`config.mk`:
```
export PLATFORM = sky130hd
export DESIGN_NAME = ntt_cluster_ctrl
export DESIGN_NICKNAME = d
export VERILOG_FILES = /design/src/rtl/ntt_pkg.sv /design/src/rtl/ntt_mem_arb.sv /design/src/rtl/ntt_cluster_ctrl.sv
export SDC_FILE = /design/constraint.sdc
export NUM_CORES = 1
export LEC_CHECK = 0
export CAP_MARGIN = 25
export CORE_AREA = 2 2 348 350
export CTS_CLUSTER_DIAMETER = 120
export CTS_CLUSTER_SIZE = 20
export DETAILED_ROUTE_END_ITERATION = 8
export DIE_AREA = 0 0 350 352
export PLACE_DENSITY = 0.45
export SYNTH_ARGS = -nofsm -noshare
export SYNTH_HDL_FRONTEND = slang
export SYNTH_HIERARCHICAL = 1
export SYNTH_SLANG_ARGS = --single-unit
```
`constraint.sdc`:
```
create_clock -name clk -period 11.6 [get_ports clk]
set_clock_uncertainty 0.15 [all_clocks]
set_input_delay 2.32 -clock clk [delete_from_list [all_inputs] [get_ports clk]]
set_output_delay 2.32 -clock clk [all_outputs]
set_load 0.01 [all_outputs]
```
`src/rtl/ntt_pkg.sv`:
```
`default_nettype none
// ============================================================================
// Module : ntt_pkg
// Desc   : Shared command field layout and memory-arbiter state encoding.
// Rev    : 1.0 - initial release
// ============================================================================
package ntt_pkg;

  localparam int c_cmd_w      = 64;
  localparam int c_opcode_lsb = 56;
  localparam int c_opcode_w   = 8;
  localparam int c_slot_lsb   = 52;
  localparam int c_slot_w     = 4;
  localparam int c_core_lsb   = 48;
  localparam int c_core_w     = 4;
  localparam int c_addr_lsb   = 0;
  localparam int c_addr_w     = 48;

  typedef enum logic [1:0] {
    ARB_IDLE    = 2'd0,
    ARB_ISSUE   = 2'd1,
    ARB_WAIT_RD = 2'd2
  } arb_state_e;

  function automatic logic [c_core_w-1:0] cmd_core_id(input logic [c_cmd_w-1:0] cmd);
    return cmd[c_core_lsb +: c_core_w];
  endfunction

endpackage
`default_nettype wire

```
`src/rtl/ntt_mem_arb.sv`:
```
`default_nettype none
// ============================================================================
// Module : ntt_mem_arb
// Desc   : Round-robin single-outstanding arbiter from NTT engines to memory.
// Rev    : 1.0 - initial release
// ============================================================================
module ntt_mem_arb
  import ntt_pkg::*;
#(
  parameter int NUM_CORES = 4,
  parameter int ADDR_W    = 48
) (
  input  logic                        clk,
  input  logic                        rst_n,
  input  logic [NUM_CORES-1:0]        eng_req,
  input  logic [NUM_CORES-1:0]        eng_we,
  input  logic [NUM_CORES*ADDR_W-1:0] eng_addr,
  input  logic [NUM_CORES*64-1:0]     eng_wdata,
  output logic [NUM_CORES-1:0]        eng_gnt,
  output logic [NUM_CORES-1:0]        eng_valid,
  output logic [63:0]                 eng_rdata,
  output logic                        mem_req,
  output logic                        mem_we,
  output logic [ADDR_W-1:0]           mem_addr,
  output logic [63:0]                 mem_wdata,
  input  logic                        mem_gnt,
  input  logic                        mem_valid,
  input  logic [63:0]                 mem_rdata
);

  localparam int c_own_w = (NUM_CORES > 1) ? $clog2(NUM_CORES) : 1;

  arb_state_e           r_state;
  arb_state_e           w_state_next;
  logic [c_own_w-1:0]   r_owner;
  logic [c_own_w-1:0]   w_pick;
  logic                 w_any;
  logic                 w_own_we;
  logic [ADDR_W-1:0]    w_own_addr;
  logic [63:0]          w_own_wdata;
  logic [NUM_CORES-1:0] w_own_onehot;

  // Search starts one past the last owner, so the owner register doubles as the RR pointer.
  always_comb begin
    w_any  = 1'b0;
    w_pick = r_owner;
    for (int k = 1; k <= NUM_CORES; k++) begin
      for (int j = 0; j < NUM_CORES; j++) begin
        if (!w_any && eng_req[j] && (j == (int'(r_owner) + k) % NUM_CORES)) begin
          w_any  = 1'b1;
          w_pick = c_own_w'(j);
        end
      end
    end
  end

  always_comb begin
    w_own_we     = 1'b0;
    w_own_addr   = '0;
    w_own_wdata  = '0;
    w_own_onehot = '0;
    for (int i = 0; i < NUM_CORES; i++) begin
      if (r_owner == c_own_w'(i)) begin
        w_own_we        = eng_we[i];
        w_own_addr      = eng_addr[i*ADDR_W +: ADDR_W];
        w_own_wdata     = eng_wdata[i*64 +: 64];
        w_own_onehot[i] = 1'b1;
      end
    end
  end

  always_ff @(posedge clk or negedge rst_n) begin
    if (!rst_n) begin
      r_state <= ARB_IDLE;
      r_owner <= c_own_w'(NUM_CORES - 1);
    end else begin
      r_state <= w_state_next;
      if (r_state == ARB_IDLE && w_any) begin
        r_owner <= w_pick;
      end
    end
  end

  always_comb begin
    w_state_next = r_state;
    mem_req      = 1'b0;
    mem_we       = 1'b0;
    mem_addr     = '0;
    mem_wdata    = '0;
    eng_gnt      = '0;
    eng_valid    = '0;
    eng_rdata    = '0;
    case (r_state)
      ARB_IDLE: begin
        if (w_any) w_state_next = ARB_ISSUE;
      end
      ARB_ISSUE: begin
        mem_req   = 1'b1;
        mem_we    = w_own_we;
        mem_addr  = w_own_addr;
        mem_wdata = w_own_wdata;
        if (mem_gnt) begin
          eng_gnt      = w_own_onehot;
          w_state_next = w_own_we ? ARB_IDLE : ARB_WAIT_RD;
        end
      end
      ARB_WAIT_RD: begin
        if (mem_valid) begin
          eng_valid    = w_own_onehot;
          eng_rdata    = mem_rdata;
          w_state_next = ARB_IDLE;
        end
      end
      default: w_state_next = ARB_IDLE;
    endcase
  end

endmodule
`default_nettype wire

```
`src/rtl/ntt_cluster_ctrl.sv`:
```
`default_nettype none
// ============================================================================
// Module : ntt_cluster_ctrl
// Desc   : Host command FIFO with in-order engine dispatch plus memory arbiter.
// Rev    : 1.0 - initial release
// ============================================================================
module ntt_cluster_ctrl
  import ntt_pkg::*;
#(
  parameter int NUM_CORES = 4,
  parameter int CMD_DEPTH = 8,
  parameter int ADDR_W    = 48
) (
  input  logic                         clk,
  input  logic                         rst_n,
  input  logic                         cmd_valid,
  output logic                         cmd_ready,
  input  logic [63:0]                  cmd_data,
  output logic [NUM_CORES-1:0]         eng_start,
  output logic [63:0]                  eng_cmd,
  input  logic [NUM_CORES-1:0]         eng_ready,
  input  logic [NUM_CORES-1:0]         eng_req,
  input  logic [NUM_CORES-1:0]         eng_we,
  input  logic [NUM_CORES*ADDR_W-1:0]  eng_addr,
  input  logic [NUM_CORES*64-1:0]      eng_wdata,
  output logic [NUM_CORES-1:0]         eng_gnt,
  output logic [NUM_CORES-1:0]         eng_valid,
  output logic [63:0]                  eng_rdata,
  output logic                         mem_req,
  output logic                         mem_we,
  output logic [ADDR_W-1:0]            mem_addr,
  output logic [63:0]                  mem_wdata,
  input  logic                         mem_gnt,
  input  logic                         mem_valid,
  input  logic [63:0]                  mem_rdata,
  output logic [31:0]                  dispatch_count,
  output logic [15:0]                  drop_count,
  output logic [$clog2(CMD_DEPTH):0]   fifo_level
);

  localparam int c_ptr_w = $clog2(CMD_DEPTH);
  localparam int c_lvl_w = c_ptr_w + 1;

  logic [63:0]         r_fifo [CMD_DEPTH];
  logic [c_ptr_w-1:0]  r_wr_ptr;
  logic [c_ptr_w-1:0]  r_rd_ptr;
  logic [c_lvl_w-1:0]  r_level;
  logic [31:0]         r_dispatch_cnt;
  logic [15:0]         r_drop_cnt;
  logic                r_last_vld;
  logic [c_core_w-1:0] r_last_id;

  logic [63:0]         w_head;
  logic [c_core_w-1:0] w_head_id;
  logic                w_head_ready;
  logic                w_accept;
  logic                w_drop;
  logic                w_push;
  logic                w_pop;

  // Ready depends only on stored state, never on a same-cycle pop.
  assign cmd_ready = (r_level != c_lvl_w'(CMD_DEPTH));
  assign w_accept  = cmd_valid && cmd_ready;
  assign w_drop    = w_accept && (int'(cmd_core_id(cmd_data)) >= NUM_CORES);
  assign w_push    = w_accept && !w_drop;

  assign w_head    = r_fifo[r_rd_ptr];
  assign w_head_id = cmd_core_id(w_head);

  always_comb begin
    w_head_ready = 1'b0;
    for (int i = 0; i < NUM_CORES; i++) begin
      if (w_head_id == c_core_w'(i)) w_head_ready = eng_ready[i];
    end
  end

  // Engine ready lags its start by a cycle, so back-to-back starts to one engine are suppressed.
  assign w_pop = (r_level != '0) && w_head_ready && !(r_last_vld && (r_last_id == w_head_id));

  always_comb begin
    eng_start = '0;
    for (int i = 0; i < NUM_CORES; i++) begin
      eng_start[i] = w_pop && (w_head_id == c_core_w'(i));
    end
  end

  assign eng_cmd        = w_pop ? w_head : '0;
  assign fifo_level     = r_level;
  assign dispatch_count = r_dispatch_cnt;
  assign drop_count     = r_drop_cnt;

  always_ff @(posedge clk) begin
    if (w_push) r_fifo[r_wr_ptr] <= cmd_data;
  end

  always_ff @(posedge clk or negedge rst_n) begin
    if (!rst_n) begin
      r_wr_ptr       <= '0;
      r_rd_ptr       <= '0;
      r_level        <= '0;
      r_dispatch_cnt <= '0;
      r_drop_cnt     <= '0;
      r_last_vld     <= 1'b0;
      r_last_id      <= '0;
    end else begin
      if (w_push) r_wr_ptr <= r_wr_ptr + 1'b1;
      if (w_pop)  r_rd_ptr <= r_rd_ptr + 1'b1;
      case ({w_push, w_pop})
        2'b10:   r_level <= r_level + 1'b1;
        2'b01:   r_level <= r_level - 1'b1;
        default: r_level <= r_level;
      endcase
      if (w_pop) r_dispatch_cnt <= r_dispatch_cnt + 1'b1;
      if (w_drop && (r_drop_cnt != 16'hFFFF)) r_drop_cnt <= r_drop_cnt + 1'b1;
      r_last_vld <= w_pop;
      r_last_id  <= w_head_id;
    end
  end

  ntt_mem_arb #(
    .NUM_CORES (NUM_CORES),
    .ADDR_W    (ADDR_W)
  ) u_arb (
    .clk       (clk),
    .rst_n     (rst_n),
    .eng_req   (eng_req),
    .eng_we    (eng_we),
    .eng_addr  (eng_addr),
    .eng_wdata (eng_wdata),
    .eng_gnt   (eng_gnt),
    .eng_valid (eng_valid),
    .eng_rdata (eng_rdata),
    .mem_req   (mem_req),
    .mem_we    (mem_we),
    .mem_addr  (mem_addr),
    .mem_wdata (mem_wdata),
    .mem_gnt   (mem_gnt),
    .mem_valid (mem_valid),
    .mem_rdata (mem_rdata)
  );

endmodule
`default_nettype wire

```
Yosys cells after proc, flatten, opt, wreduce, memory -nomap -nowiden --
Memories as Yosys holds them, arrays and structs flattened. Cells that the tools add are included.
Storage, ports and cells: word-level logic and storage cells 200, RAM bits 512, memories kept 1, register bits after elaboration 67
Memories:
- r_fifo | words 8, width 64, read ports 1, clocked after Yosys merged registers in 0, write ports 1, line ntt_cluster_ctrl.sv:44 | logic [63:0] r_fifo [CMD_DEPTH];
Cells by class: $add $sub $neg 10, mux-type cells 71, equality and inequality tests 28, $lt $le $gt $ge 1, reduce and logical (&&, ||, !) cells 76, bitwise gates (word level) 4
Operators with widths (number):
- 2-to-1 mux 64 bit | 8
- 2-to-1 mux 48 bit | 5
- zero test 32 bit | 4
- logical AND 1 bit | 43
- 2-to-1 mux 2 bit | 20
- adder 32 x 1 -> 32 bit, second input constant | 1
- 2-to-1 mux 1 bit | 32
- == test 3 bit, first input constant | 8
- zero test 1 bit | 17
- adder 16 x 1 -> 16 bit, second input constant | 1
- 2-to-1 mux 4 bit | 4
- inequality test 16 bit, second input constant | 1
- nonzero test 16 bit | 1
- == test 2 x 3 -> 1 bit, first input constant | 4
- == test 2 bit, second input constant | 4
- == test 4 x 2 -> 1 bit, second input constant | 2
- case mux 4 bit (2 select lines) | 1
- OR reduction 2 bit | 4
- adder 3 x 1 -> 3 bit, second input constant | 2
- == test 2 x 1 -> 1 bit, second input constant | 3
- case mux 2 bit (3 select lines) | 1
- adder 2 x 1 -> 2 bit, second input constant | 2
- adder 2 bit, second input constant | 2
- adder 4 x 1 -> 4 bit, second input constant | 1
- 14 further kinds | 19

Logic depth before layout (Yosys ltp) --
depth in word-level cells 68, depth in mapped cells 16, gate-level depth less buffers 13

Cells and area by module --
The synthesis kept the hierarchy.
By module, submodules not included:
- ntt_cluster_ctrl | cells an instance 1103, sequential area each 16951.3 um^2, area an instance 22502.8 um^2, times used 1
- ntt_mem_arb | cells an instance 382, sequential area each 102.6 um^2, area an instance 4350.4 um^2, times used 1

Worst setup path before layout --
Ideal clock, no wire load.
path kind input -> register, start input cmd_data[50], end memory r_fifo[0][0] (enable), path buffers 0, cell stages on the path 3, path slack 1.877 ns, data arrival time 8.930 ns, setup time 0.644 ns, cell sequence nor3_1 -> inv_1 -> nor4_1
On the way: longest elaborated chain between the ends 6
Ends and longest elaborated chain:
- from (decl) | line ntt_cluster_ctrl.sv:18 | input logic [63:0] cmd_data,
- greater-or-equal comparator 4 x 3 -> 1 bit | line ntt_cluster_ctrl.sv:64 | assign w_drop = w_accept && (int'(cmd_core_id(cmd_data)) >= NUM_CORES);
- logical AND 1 bit | line ntt_cluster_ctrl.sv:64
- zero test 1 bit | line ntt_cluster_ctrl.sv:65 | assign w_push = w_accept && !w_drop;
- logical AND 1 bit | line ntt_cluster_ctrl.sv:65
- 2-to-1 mux 1 bit | line ntt_cluster_ctrl.sv:93 | if (w_push) r_fifo[r_wr_ptr] <= cmd_data;
- 2-to-1 mux 1 bit (not written as such) | line ntt_cluster_ctrl.sv:93
- to (decl) | line ntt_cluster_ctrl.sv:44
No other way between the ends.

Final worst setup path --
start register r_rd_ptr[0], end output eng_cmd[18]
On the way: longest elaborated chain between the ends 9, elaborated cells on any way between the ends 15
Ends and longest elaborated chain:
- from (decl) | line ntt_cluster_ctrl.sv:46 | logic [c_ptr_w-1:0] r_rd_ptr;
- from (signal assigned) | line ntt_cluster_ctrl.sv:107 | if (w_pop) r_rd_ptr <= r_rd_ptr + 1'b1;
- memory (8 x 64 bit) (*)
- zero test 4 bit | line ntt_cluster_ctrl.sv:73 | if (w_head_id == c_core_w'(i)) w_head_ready = eng_ready[i];
- 2-to-1 mux 1 bit (4 in series) | line ntt_cluster_ctrl.sv:73
- logical AND 1 bit (2 in series) | line ntt_cluster_ctrl.sv:78 | assign w_pop = (r_level != '0) && w_head_ready && !(r_last_vld && (r_last_id == w_head_id));
- 2-to-1 mux 64 bit (*) | line ntt_cluster_ctrl.sv:87 | assign eng_cmd = w_pop ? w_head : '0;
- to (decl) | line ntt_cluster_ctrl.sv:20 | output logic [63:0] eng_cmd,
Mark *: on every way between the ends. The rest lies on a longest branch, timed or not.

==> run_results.csv <==
group,metric,value,unit
synth,synth-edff-count,512,
synth,yosys_warnings,6,
global_route,antenna_found_initial,101,
sta,tightestPinTransition,1.05,ns
clocking,cts_buffer_depth,3,
critical_path,crit_type,"reg2out",
synth,yosys-top-cells-area,"edfxtp_1 (57%), mux4_2 (20%), dfrtp_1 (6.1%)",
clocking,clk_pin_slew,0.09,ns
finish,synthToLayoutAreaGrowth,44.6,%
synth,synth.distinct_cells,50,
sta,period_share,69.0,%
floorplan,start_util,22.5,%
global_route,grt_busiest_layer,"met2",
route,ant_nets,0,
sta,tns,0,ns
pwr,ir_drop,0.150,mV
min_path,hold_class,"reg2reg",
floorplan,dieArea,123000,um^2
global_route,grt_pass1_wl,212,mm
critical_path,crit_arrival,5.54,ns
route,routed_wl,170,mm
global_route,track_usage,26.9,%
run,maxCapViolations,0,
clocking,clk_latency,0.60,ns
clocking,cts-resized-gates,0,
synth,synth_cells,1485,
global_route,grtUsageMet1,34.2,%
synth,ys_seq_area_share,63.5,%
route,firstDrtPassIters,5,
sta,report.final.slew_viol_count,0,
route,drt_iter0_drc,1703,
synth,synth_top_area_cell,"edfxtp_1",
floorplan,num_io_pins,900,
synth,synth.avg_cell_area,18.1,um^2
outcome,status,"completed",
clocking,cts_setup_buffers,0,
clocking,clock-sinks,579,
place,gp_congestion,1.07,
synth,ys_ff_latch,579,
sta,slew-limit-headroom,29.8,%
synth,synthArstFlopShare,11.6,%
clocking,h-tree-depth,2,
place,place_ws,3.42,ns
clocking,postCtsHoldBufs,0,
global_route,use_met2,43.0,%
synth,synth_flop_cell,"edfxtp_1",
floorplan,die_h,352,um
critical_path,worstPathRequired,9.13,ns
clocking,cts_root_buffer,"clkbuf_16",
synth,synth_top_area_share,57.3,%
floorplan,core,119000,um^2
finish,drive_above_1_share,15.3,%
pwr,leakage,12.9,nW
place,dp_hpwl,139,mm
place,io_buffers,897,
route,wl_per_cell,42.3,um
global_route,grt_pass1_vias,19000,
sta,hold_ws,0.336,ns
global_route,use_met3,7.77,%
sta,finalSetupViolCount,0,
critical_path,startpoint_type,"flop",
global_route,overflow,0,
sta,grt_setup_unrepaired,"no",
synth,syn_area,26900,um^2
sta,layout_setup_ws,3.59,ns
route,dr_total_vias,18900,
sta,post-route-min-period,8.01,ns
sta,fmax,125,MHz
finish,nets,2954,
clocking,cts_tree,"done",
sta,hold_viol_final,0,
route,drcViolationCount,0,
clocking,cts_buffers,37,
route,viasPerCell,4.72,
critical_path,endpoint_kind,"primary output",
pwr,power_density,216,nW/um^2
floorplan,rows,127,
global_route,grt_max_degree,90,
floorplan,die_x,350,um
critical_path,cp_max_fo,53,
[synthesized netlist by cell type, drive strengths merged (2+ instances only)]
library cell    n
edfxtp        512
mux4          240
and2          181
nor2           87
dfrtp          65
mux2i          65
buf            52
clkbuf         46
xor2           36
nand2          29
inv            22
xnor2          22
nor3           19
nor4           19
nand3          15
mux2           11
nand4           9
ha              7
a21oi           6
and3            5
nor2b           5
nand2b          4
nand3b          3
o21ai           3
a21o            2
and4            2
dfstp           2
nor3b           2
or3             2
[through the flow]
stage | power, mW | utilization [%] | cells | area, um^2
floorplan | 4.68 | - | 1486 | 26900
CTS | 8.48 | 32.4 | 3976 | 38600
finish | 8.39 | 32.5 | 4011 | 38800
detailed placement | 7.09 | 31.5 | 3923 | 37600
global route | 8.73 | 32.5 | 3990 | 38800
global placement | 7.09 | 31.4 | 3922 | 37500
[area by class of cell]
type	count	area (um^2)
Sequential cell	579	17100
Fill cell	11700	80500
Clock inverter	9	113
Antenna cell	31	77.6
Multi-Input combinational cell	787	9180
Tap cell	1612	2020
Timing Repair Buffer	927	9310
Clock buffer	44	973
Inverter	22	82.6
[layer usage]
metal	part of all wire (%)	routed length, um	vias to the layer above
met5	0.090	153	-
met4	4.6	7860	24
met3	8.1	13700	278
met2	46	78300	954
met1	41	69700	10000
li1	-	-	7626
[layout by cell type (no fill, tap or decap), drive strengths merged, types with 7 or more instances in the layout]
master,n
clkdlybuf4s50,896
edfxtp,512
mux4,240
and2,181
nor2,87
mux2i,65
dfrtp,65
clkbuf,44
xor2,36
diode,31
buf,31
nand2,29
inv,27
xnor2,22
nor3,19
nor4,19
nand3,15
mux2,11
nand4,9
ha,7
[kinds of logic after synthesis]
group | after synthesis | share of synthesized area [%]
fa+ha+maj | 7 | 0.326
mux | 316 | 23.1
xor+xnor | 58 | 1.89
flops | 579 | 63.5
other cells | 1 | 0.0140
compound gates | 19 | 0.485
simple gates | 385 | 8.10
buf+inv | 120 | 2.57
[report_power, final]
| group | leakage, nW | internal, mW | switching (mW) |
|---|---|---|---|
| registers | 5.46 | 2.40 | 0.244 |
| clock network | 0.522 | 0.613 | 0.733 |
| logic | 6.89 | 1.93 | 2.47 |
| total | 12.9 | 4.94 | 3.44 |
[sequential cells by signal, summed over array words and instances (netlist names)]
register and cells:
r_fifo 512, dispatch_count 32, drop_count 16, fifo_level 4
r_last_id 4, r_rd_ptr 3, r_wr_ptr 3, u_arb/r_owner 2
u_arb/r_state 2, r_last_vld 1
[worst paths after layout]
kind,cells past startpoint,slack (ns),start,to
max,10,3.59,r_rd_ptr[0]$_DFFE_PN0P_,eng_cmd[18]
min,1,0.34,dispatch_count[31]$_DFFE_PN0P_,dispatch_count[31]$_DFFE_PN0P_
max reg2reg,14,6.54,r_rd_ptr[0]$_DFFE_PN0P_,fifo_level[2]$_DFFE_PN0P_
min reg2reg,1,0.34,dispatch_count[31]$_DFFE_PN0P_,dispatch_count[31]$_DFFE_PN0P_
max in group asynchronous,2,9.27,rst_n,u_arb/r_owner[1]$_DFFE_PN1P_
min in group asynchronous,1,1.38,rst_n,drop_count[5]$_DFFE_PN0P_
[worst max-delay path, cell delays in order (launching register included)]
cell and delay [ns]:
dfrtp_4 0.86, buf_4 0.68, mux4_2 0.62, mux2i_4 0.33
nand3_1 0.23, mux2i_1 0.30, nand3_4 0.29, buf_16 0.29
buf_4 0.36, nor2_1 0.21, clkdlybuf4s50_1 0.58
Power figures use the tool's default switching activity.
